==> config.mk <==
export PLATFORM = sky130hd
export DESIGN_NAME = ex_stage_queue
export DESIGN_NICKNAME = d
export VERILOG_FILES = /design/src/rtl/ex_stage_queue.sv
export SDC_FILE = /design/constraint.sdc
export NUM_CORES = 1
export LEC_CHECK = 0
export CAP_MARGIN = 10
export CORE_MARGIN = 2
export CORE_UTILIZATION = 50
export CTS_CLUSTER_DIAMETER = 100
export CTS_CLUSTER_SIZE = 40
export DETAILED_ROUTE_END_ITERATION = 8
export GPL_TIMING_DRIVEN = 0
export PLACE_DENSITY = 0.8
export SYNTH_ARGS = -nofsm -noshare
export SYNTH_HDL_FRONTEND = slang
export SYNTH_SLANG_ARGS = --single-unit
==> constraint.sdc <==
create_clock -name clk -period 2.4 [get_ports clk]
set_input_delay 0.24 -clock clk [delete_from_list [all_inputs] [get_ports clk]]
set_output_delay 0.24 -clock clk [all_outputs]
set_load 0.03 [all_outputs]
==> src/rtl/ex_stage_queue.sv <==
// ex_stage_queue: execute-stage output FIFO between ID and MEM.
// It also blocks wrong-path instructions while a taken branch is still queued.
module ex_stage_queue #(
    parameter int XLEN  = 32,
    parameter int DEPTH = 2,
    parameter int CNTW  = $clog2(DEPTH) + 1
) (
    input  logic            clk,
    input  logic            rstn_i,
    input  logic            flush_i,
    input  logic            valid_i,
    output logic            ack_o,
    input  logic [XLEN-1:0] instr_i,
    input  logic [XLEN-1:0] pc_i,
    input  logic [XLEN-1:0] rs2_i,
    input  logic [XLEN-1:0] result_i,
    input  logic            branch_i,
    input  logic            ack_i,
    output logic            valid_o,
    output logic [XLEN-1:0] instr_o,
    output logic [XLEN-1:0] pc_o,
    output logic [XLEN-1:0] result_o,
    output logic [XLEN-1:0] rs2_o,
    output logic            branch_o,
    output logic [CNTW-1:0] count_o
);
    localparam int AW = $clog2(DEPTH);

    logic [XLEN-1:0] instr_q [DEPTH];
    logic [XLEN-1:0] pc_q    [DEPTH];
    logic [XLEN-1:0] result_q[DEPTH];
    logic [XLEN-1:0] rs2_q   [DEPTH];
    logic [DEPTH-1:0] br_q;
    logic [AW-1:0]   wr_q, wr_d, rd_q, rd_d;
    logic [CNTW-1:0] cnt_q, cnt_d;
    logic            blk_q, blk_d;
    logic            pop, push, full, head_br, blk_eff;

    assign valid_o  = cnt_q != '0;
    assign full     = cnt_q == CNTW'(DEPTH);
    assign head_br  = br_q[rd_q];
    assign pop      = valid_o && ack_i && !flush_i;
    // Popping the queued branch releases the block in the same cycle, so the
    // next instruction can be accepted alongside that pop.
    assign blk_eff  = blk_q && !(pop && head_br);
    assign ack_o    = valid_i && !flush_i && !blk_eff && (!full || pop);
    assign push     = ack_o;

    assign instr_o  = instr_q[rd_q];
    assign pc_o     = pc_q[rd_q];
    assign result_o = result_q[rd_q];
    assign rs2_o    = rs2_q[rd_q];
    assign branch_o = head_br && valid_o;
    assign count_o  = cnt_q;

    always_comb begin
        wr_d  = flush_i ? '0 : push ? wr_q + AW'(1) : wr_q;
        rd_d  = flush_i ? '0 : pop ? rd_q + AW'(1) : rd_q;
        cnt_d = flush_i ? '0 :
                (push && !pop) ? cnt_q + CNTW'(1) :
                (pop && !push) ? cnt_q - CNTW'(1) : cnt_q;
        blk_d = flush_i ? 1'b0 :
                (push && branch_i) ? 1'b1 :
                (pop && head_br) ? 1'b0 : blk_q;
    end

    always_ff @(posedge clk or negedge rstn_i) begin
        if (!rstn_i) begin
            wr_q  <= '0;
            rd_q  <= '0;
            cnt_q <= '0;
            blk_q <= 1'b0;
        end else begin
            wr_q  <= wr_d;
            rd_q  <= rd_d;
            cnt_q <= cnt_d;
            blk_q <= blk_d;
        end
    end

    always_ff @(posedge clk or negedge rstn_i) begin
        if (!rstn_i) begin
            br_q <= '0;
            for (int i = 0; i < DEPTH; i++) begin
                instr_q[i]  <= '0;
                pc_q[i]     <= '0;
                result_q[i] <= '0;
                rs2_q[i]    <= '0;
            end
        end else if (push) begin
            br_q[wr_q]     <= branch_i;
            instr_q[wr_q]  <= instr_i;
            pc_q[wr_q]     <= pc_i;
            result_q[wr_q] <= result_i;
            rs2_q[wr_q]    <= rs2_i;
        end
    end
endmodule

# After elaboration in Yosys (flattened, before gate mapping)
# Index checks and enable logic that the tools add are counted.
totals:
  ff_bits: 263
  output_inout_bits: 133
classes:
  n_addsub: 4
  order_cmp: 6
  n_eq_ne: 1
  mux: 33
  bitwise: 2
  n_reduce_logical: 25
ops:
  columns: ["operator", "n"]
  rows:
  - ["32-bit two-way mux", 13]
  - ["64-bit bitwise mux", 4]
  - ["32-bit demux with 1-bit select", 1]
  - ["1-bit logical AND", 13]
  - ["1-bit two-way mux", 10]
  - ["1-bit zero test", 6]
  - ["2-bit two-way mux", 3]
  - ["2-bit nonzero test", 3]
  - ["3-bit nonzero test", 2]
  - ["2-bit greater-or-equal comparator, second input constant", 2]
  - ["1-bit by 2-bit < comparator with 1-bit output, second input constant", 2]
  - ["1-bit NOT with 2-bit output", 2]
  - ["1-bit adder, second input constant", 2]
  - ["2-bit by 1-bit adder with 2-bit output, second input constant", 1]
  - ["2-bit bitwise mux", 1]
  - ["2-bit equality test, second input constant", 1]
  - ["2-bit by 1-bit < comparator with 1-bit output, second input constant", 1]
  - ["2-bit by 1-bit subtractor with 2-bit output, second input constant", 1]
  - ["1-bit demux with 1-bit select", 1]
  - ["1-bit greater-or-equal comparator, second input constant", 1]
  - ["1-bit logical OR", 1]

# Longest topological paths before layout
logic_depth:
  word_depth: 14
  depth_mapped: 6
  ltp_nobuf: 4

# Worst setup path after synthesis
# No wires, ideal clock.
synth_path:
  kind: "reg2reg"
  from: "register cnt_q[0] (netlist: count_o[0])"
  to: "register pc_q[10] (netlist bit)"
  setup_time_ps: 128
  arrival_ps: 1828
  setup_slack_ps: 445
  stages_incl_launch_ff: 7
  path_buffers: 2
  synth_period_minus_slack_ps: 1955
  path_cell_list: "dfrtp_1 > o21ai_1 > nor2_2 > o211ai_2 > buf_2 > buf_4 > mux2_1"
synth_via:
  elab_chain_cells: 9
  word_cells_on_any_way: 12
synth_rtl:
  columns: ["element", "line", "source"]
  rows:
  - ["start: declaration", "35", "logic [CNTW-1:0] cnt_q, cnt_d;"]
  - ["start signal: assignment", "76", "cnt_q <= cnt_d;"]
  - ["2-bit nonzero test", "39", "assign valid_o = cnt_q != '0;"]
  - ["1-bit logical AND (2 in series)", "42", "assign pop = valid_o && ack_i && !flush_i;"]
  - ["1-bit logical AND", "45", "assign blk_eff = blk_q && !(pop && head_br);"]
  - ["1-bit zero test", "45", null]
  - ["1-bit logical AND", "45", null]
  - ["1-bit zero test", "46", "assign ack_o = valid_i && !flush_i && !blk_eff && (!full || pop);"]
  - ["1-bit logical AND", "46", null]
  - ["1-bit logical AND (*)", "46", null]
  - ["end signal: indexed assignment", "93", "pc_q[wr_q] <= pc_i;"]
  - ["end: declaration", "30", "logic [XLEN-1:0] pc_q [DEPTH];"]
# Every way passes the cells marked *; elsewhere a longest branch is shown, timed or not.
# A chain may end at the register's enable or synchronous reset.

# Worst setup path after layout
layout_path:
  from: "register rd_q"
  to: "output port result_o[22]"
layout_via:
  elab_chain_cells: 4
layout_rtl:
  columns: ["element", "line", "source"]
  rows:
  - ["start: declaration", "34", "logic [AW-1:0] wr_q, wr_d, rd_q, rd_d;"]
  - ["start signal: assignment", "75", "rd_q <= rd_d;"]
  - ["1-bit NOT with 2-bit output (not written as such)", "51", "assign result_o = result_q[rd_q];"]
  - ["32-bit two-way mux (not written as such) (3 in series)", "51", null]
  - ["end: declaration", "22", "output logic [XLEN-1:0] result_o,"]
# No other way between the ends. The select of a mux whose other input is x is not followed.

==> impl_results.md <==
* Layout cells sized above 1 at between 20 and 30%
* Slew @ Worst Pin at about 0.6 ns
* Highest Signal Layer: met4
* WS Path Type: reg2out
* Die Ht at about 160 um
* Area Growth Syn to Fin at 29.33%
* Dpl cell area at 14500 um2
* Total power at 14.14 mW
* Synth top area share at just under 60%
* Register-to-Register Path Depth at 6
* Syn_nets at about 870
* Clk_lat worst skew at about 0.48 ns
* Post-DP HPWL at approximately 18000 um
* CP max stage cell: clkdlybuf4s50_1
* Post-synthesis mux area share at 38.16%
* Drt drc at 0
* Clock buffer depth at 3
* Vias in the first global route at around 7600
* Setup bufs post-CTS at 0
* Leakage power at ~6.5 nW
* Sequential area share after synthesis at a little under 60%
* Global-route congestion overflow total at 0
* Synthesized area at 11420 um2
* WL met3 at between 2000 and 2500 um
* Bufs and invs on worst path at 2
* Tmin final at ~2.3 ns
* Post-synthesis adder-cell area fraction at 0%
* Most frequent cells after synthesis: 263 x dfrtp_1, 228 x mux2_2, 158 x mux2_1, 22 x buf_4, 12 x clkbuf_1
* Final Hold Fails at 0
* PortBufs at between 200 and 300
* Met2 wire length at ~12000 um
* Status: finished clean
* Die width at 155.1 um
* I/O pins at about 270
* Clock skew at roughly 0.013 ns
* Worst R2R Start: rd_q$_DFFE_PN0P_
* Post-Synth XOR/XNOR Area at less than 1%
* CP Launch Type: flop
* Initial core utilization at 50.73%
* Drt total wl at roughly 25000 um
* H-tree depth at 1
* Simple-gate share of the synthesized area at 0.7562%
* Compound-gate portion of the synthesized area at approximately 1.0%
* Yosys top cell by area: dfrtp_1
* CTS Root Cell: clkbuf_16
* Post-synth EDFFs at 0
* Met1 WL at around 10000 um
* R2r endpoint: rs2_q[28]$_DFFE_PN0P_
* Initial antenna violation count at 0
* Vias per cell at approximately 5.3
* Cell count after synthesis at approximately 730
* Critical path peak fanout at 10
* Peak VDD IR at 0.6390 mV
* Top area cells in the synthesized netlist: dfrtp_1 58%, mux2_2 22%, mux2_1 16%, buf_4 1.4%, clkbuf_1 0.39%
* Worst Path Arrival at between 2 and 2.5 ns
* Fmax achieved at roughly 0.43 GHz
* Count leader, synth: dfrtp_1
* # setup viols final at 0
* Worst reg-to-reg setup slack at ~0.20 ns
* N_diodes at 0
* Drt pass-1 iters at 4
* WP data required at 2.16 ns
* Synth Area per Inst at about 16 um2
* Core area at around 23000 um2
* Yosys reg bits at roughly 260
* Primary FF master, synth: dfrtp_1
* Post-synth ARST share at 100.0%
* Cell depth of the worst setup path at 3
* Warnings from Yosys at 0
* Die area at 24060 um2
* Global Route Usage Sum at between 20% and 30%
* Largest net degree at the start of global routing at approximately 130
* HP Class: in2async
* Detail Route Antenna Nets at 0
* Delay-heaviest family, CP: buffers and inverters
* Nets at between 1000 and 1500
* Max-Cap Viols at 0
* Clock Pin Slew Worst Setup and Hold Paths at 0.12 ns
* Slew HR at ~59%
* Combinational family with the most area after synthesis: multiplexers
* Fillers at 1735
* First-pass GRT wire length at ~40000 um
* Netlist cell types at 29
* WL per Instance at ~19 um
* Final non-filler cell area at approximately 15000 um2
* CTS sink cnt at around 260
* RSZ-0062 raised after global routing: yes
* CTS tree: done
* Tcrit/Tclk final at between 90% and 100%
* Iteration-0 DRC Markers at around 190
* Worst Setup End Kind: output pin
* Worst path cell trace: buf_4 > mux2_2 > clkdlybuf4s50_1
* DR vias at 6892
* Standard-cell rows at 55
* Largest stage delay, worst path at approximately 0.59 ns
* Routability Congestion at between 0.7 and 0.8
* Pwr Density at around 960 nW/um2
* Final Max Slew Viols at 0
* CTS buffer count at 11
[worst register-to-register path, delay by kind of cell, from the launching register on]
family | cells | cell delay (ns)
flops | 1 | 0.43
simple gates | 1 | 0.12
compound gates | 1 | 0.22
mux | 2 | 0.68
buf+inv | 2 | 0.63
[cells in the final DEF (no fill, tap or decap), types with 2 or more instances in the layout]
master	Yosys	layout
mux2_1	158	158
a221oi_1	2	2
nor2b_1	3	3
a21oi_1	2	2
nor2_1	8	8
dlygate4sd2_1	0	108
mux2_2	228	228
nand2_1	2	2
nand2b_1	2	2
dlymetal6s2s_1	0	9
clkdlybuf4s50_1	0	141
clkbuf_16	0	11
inv_6	0	3
o21ai_1	2	2
o21ai_0	4	4
buf_4	22	33
inv_1	2	2
buf_2	6	5
buf_16	0	2
clkbuf_8	0	3
dfrtp_2	0	2
dfrtp_1	263	261
clkbuf_2	0	6
[final cells by class]
class	count	area, um2	area share (%)
tap	285	356.6	2.415
clock buffer	12	279.0	1.890
buffer	42	321.6	2.178
timing repair buffer	269	2590	17.54
sequential	263	6584	44.59
inverter	2	7.507	0.05085
clock inverter	5	42.54	0.2881
multi-input combinational	424	4583	31.04
[metrics by stage]
stage / util [%] / TNS [ns] / hold slack (ns) / worst slack, ns / std cells
finish: 65.61 / 0 / 0.1667 / 0.08464 / 1302
global route: 65.61 / -0.004082 / 0.1636 / -0.002754 / 1302
CTS: 65.57 / -0.3322 / 0.1524 / -0.02638 / 1302
detailed placement: 64.41 / -66.92 / 0.09077 / -0.4851 / 1284
global placement: 64.15 / -2749.07 / 0.4674 / -10.24 / 1282
floorplan: - / 0 / -0.05559 / 0.4447 / 731
[metal layers]
layer	track usage (%)	up-vias
met5	0	-
met4	4.365	0
met3	6.769	27
met2	34.46	178
met1	25.45	3507
li1	-	3180
[registers in the layout (all words and copies together), names as in the netlist]
| register | cells |
|---|---|
| result_q | 64 |
| instr_q | 64 |
| br_q | 2 |
| blk_q | 1 |
| pc_q | 64 |
| count_o | 2 |
| rs2_q | 64 |
| rd_q | 1 |
| wr_q | 1 |
[what timing repair did]
| item | CTS | global route |
|---|---|---|
| pin swaps | 0 | 0 |
| endpoints found under the hold margin | 106 | 0 |
| gates resized for setup | 146 | 35 |
| endpoints found under the setup margin | 129 | 345 |
| hold buffers | 1 | 0 |
[power by group]
part           leakage [nW]  total, mW  switching [mW]  internal (mW)
combinational          3.21       5.18            2.71           2.47
sequential             3.14       6.71           0.729           5.98
clock                 0.155       2.25            1.37          0.884
[worst max-delay path by stage]
stage | endpoint | startpoint
after floorplan | pc_q[10]$_DFFE_PN0P_ | count_o[0]$_DFFE_PN0P_
after CTS | instr_o[31] | rd_q$_DFFE_PN0P_
after global placement | pc_q[14]$_DFFE_PN0P_ | rstn_i
after global routing | rs2_o[13] | rd_q$_DFFE_PN0P_
after detailed placement | instr_o[0] | rd_q$_DFFE_PN0P_
final | result_o[22] | rd_q$_DFFE_PN0P_
[logic make-up (layout without fill, tap and decap cells)]
logic type | Yosys count | after routing
AOI/OAI and AO/OA | 17 | 17
buffers and inverters | 44 | 330
and+or+nand+nor | 18 | 18
muxes | 387 | 387
DFF | 263 | 263
xor gates and xnor gates | 2 | 2
(Power assumes the default switching activity.)
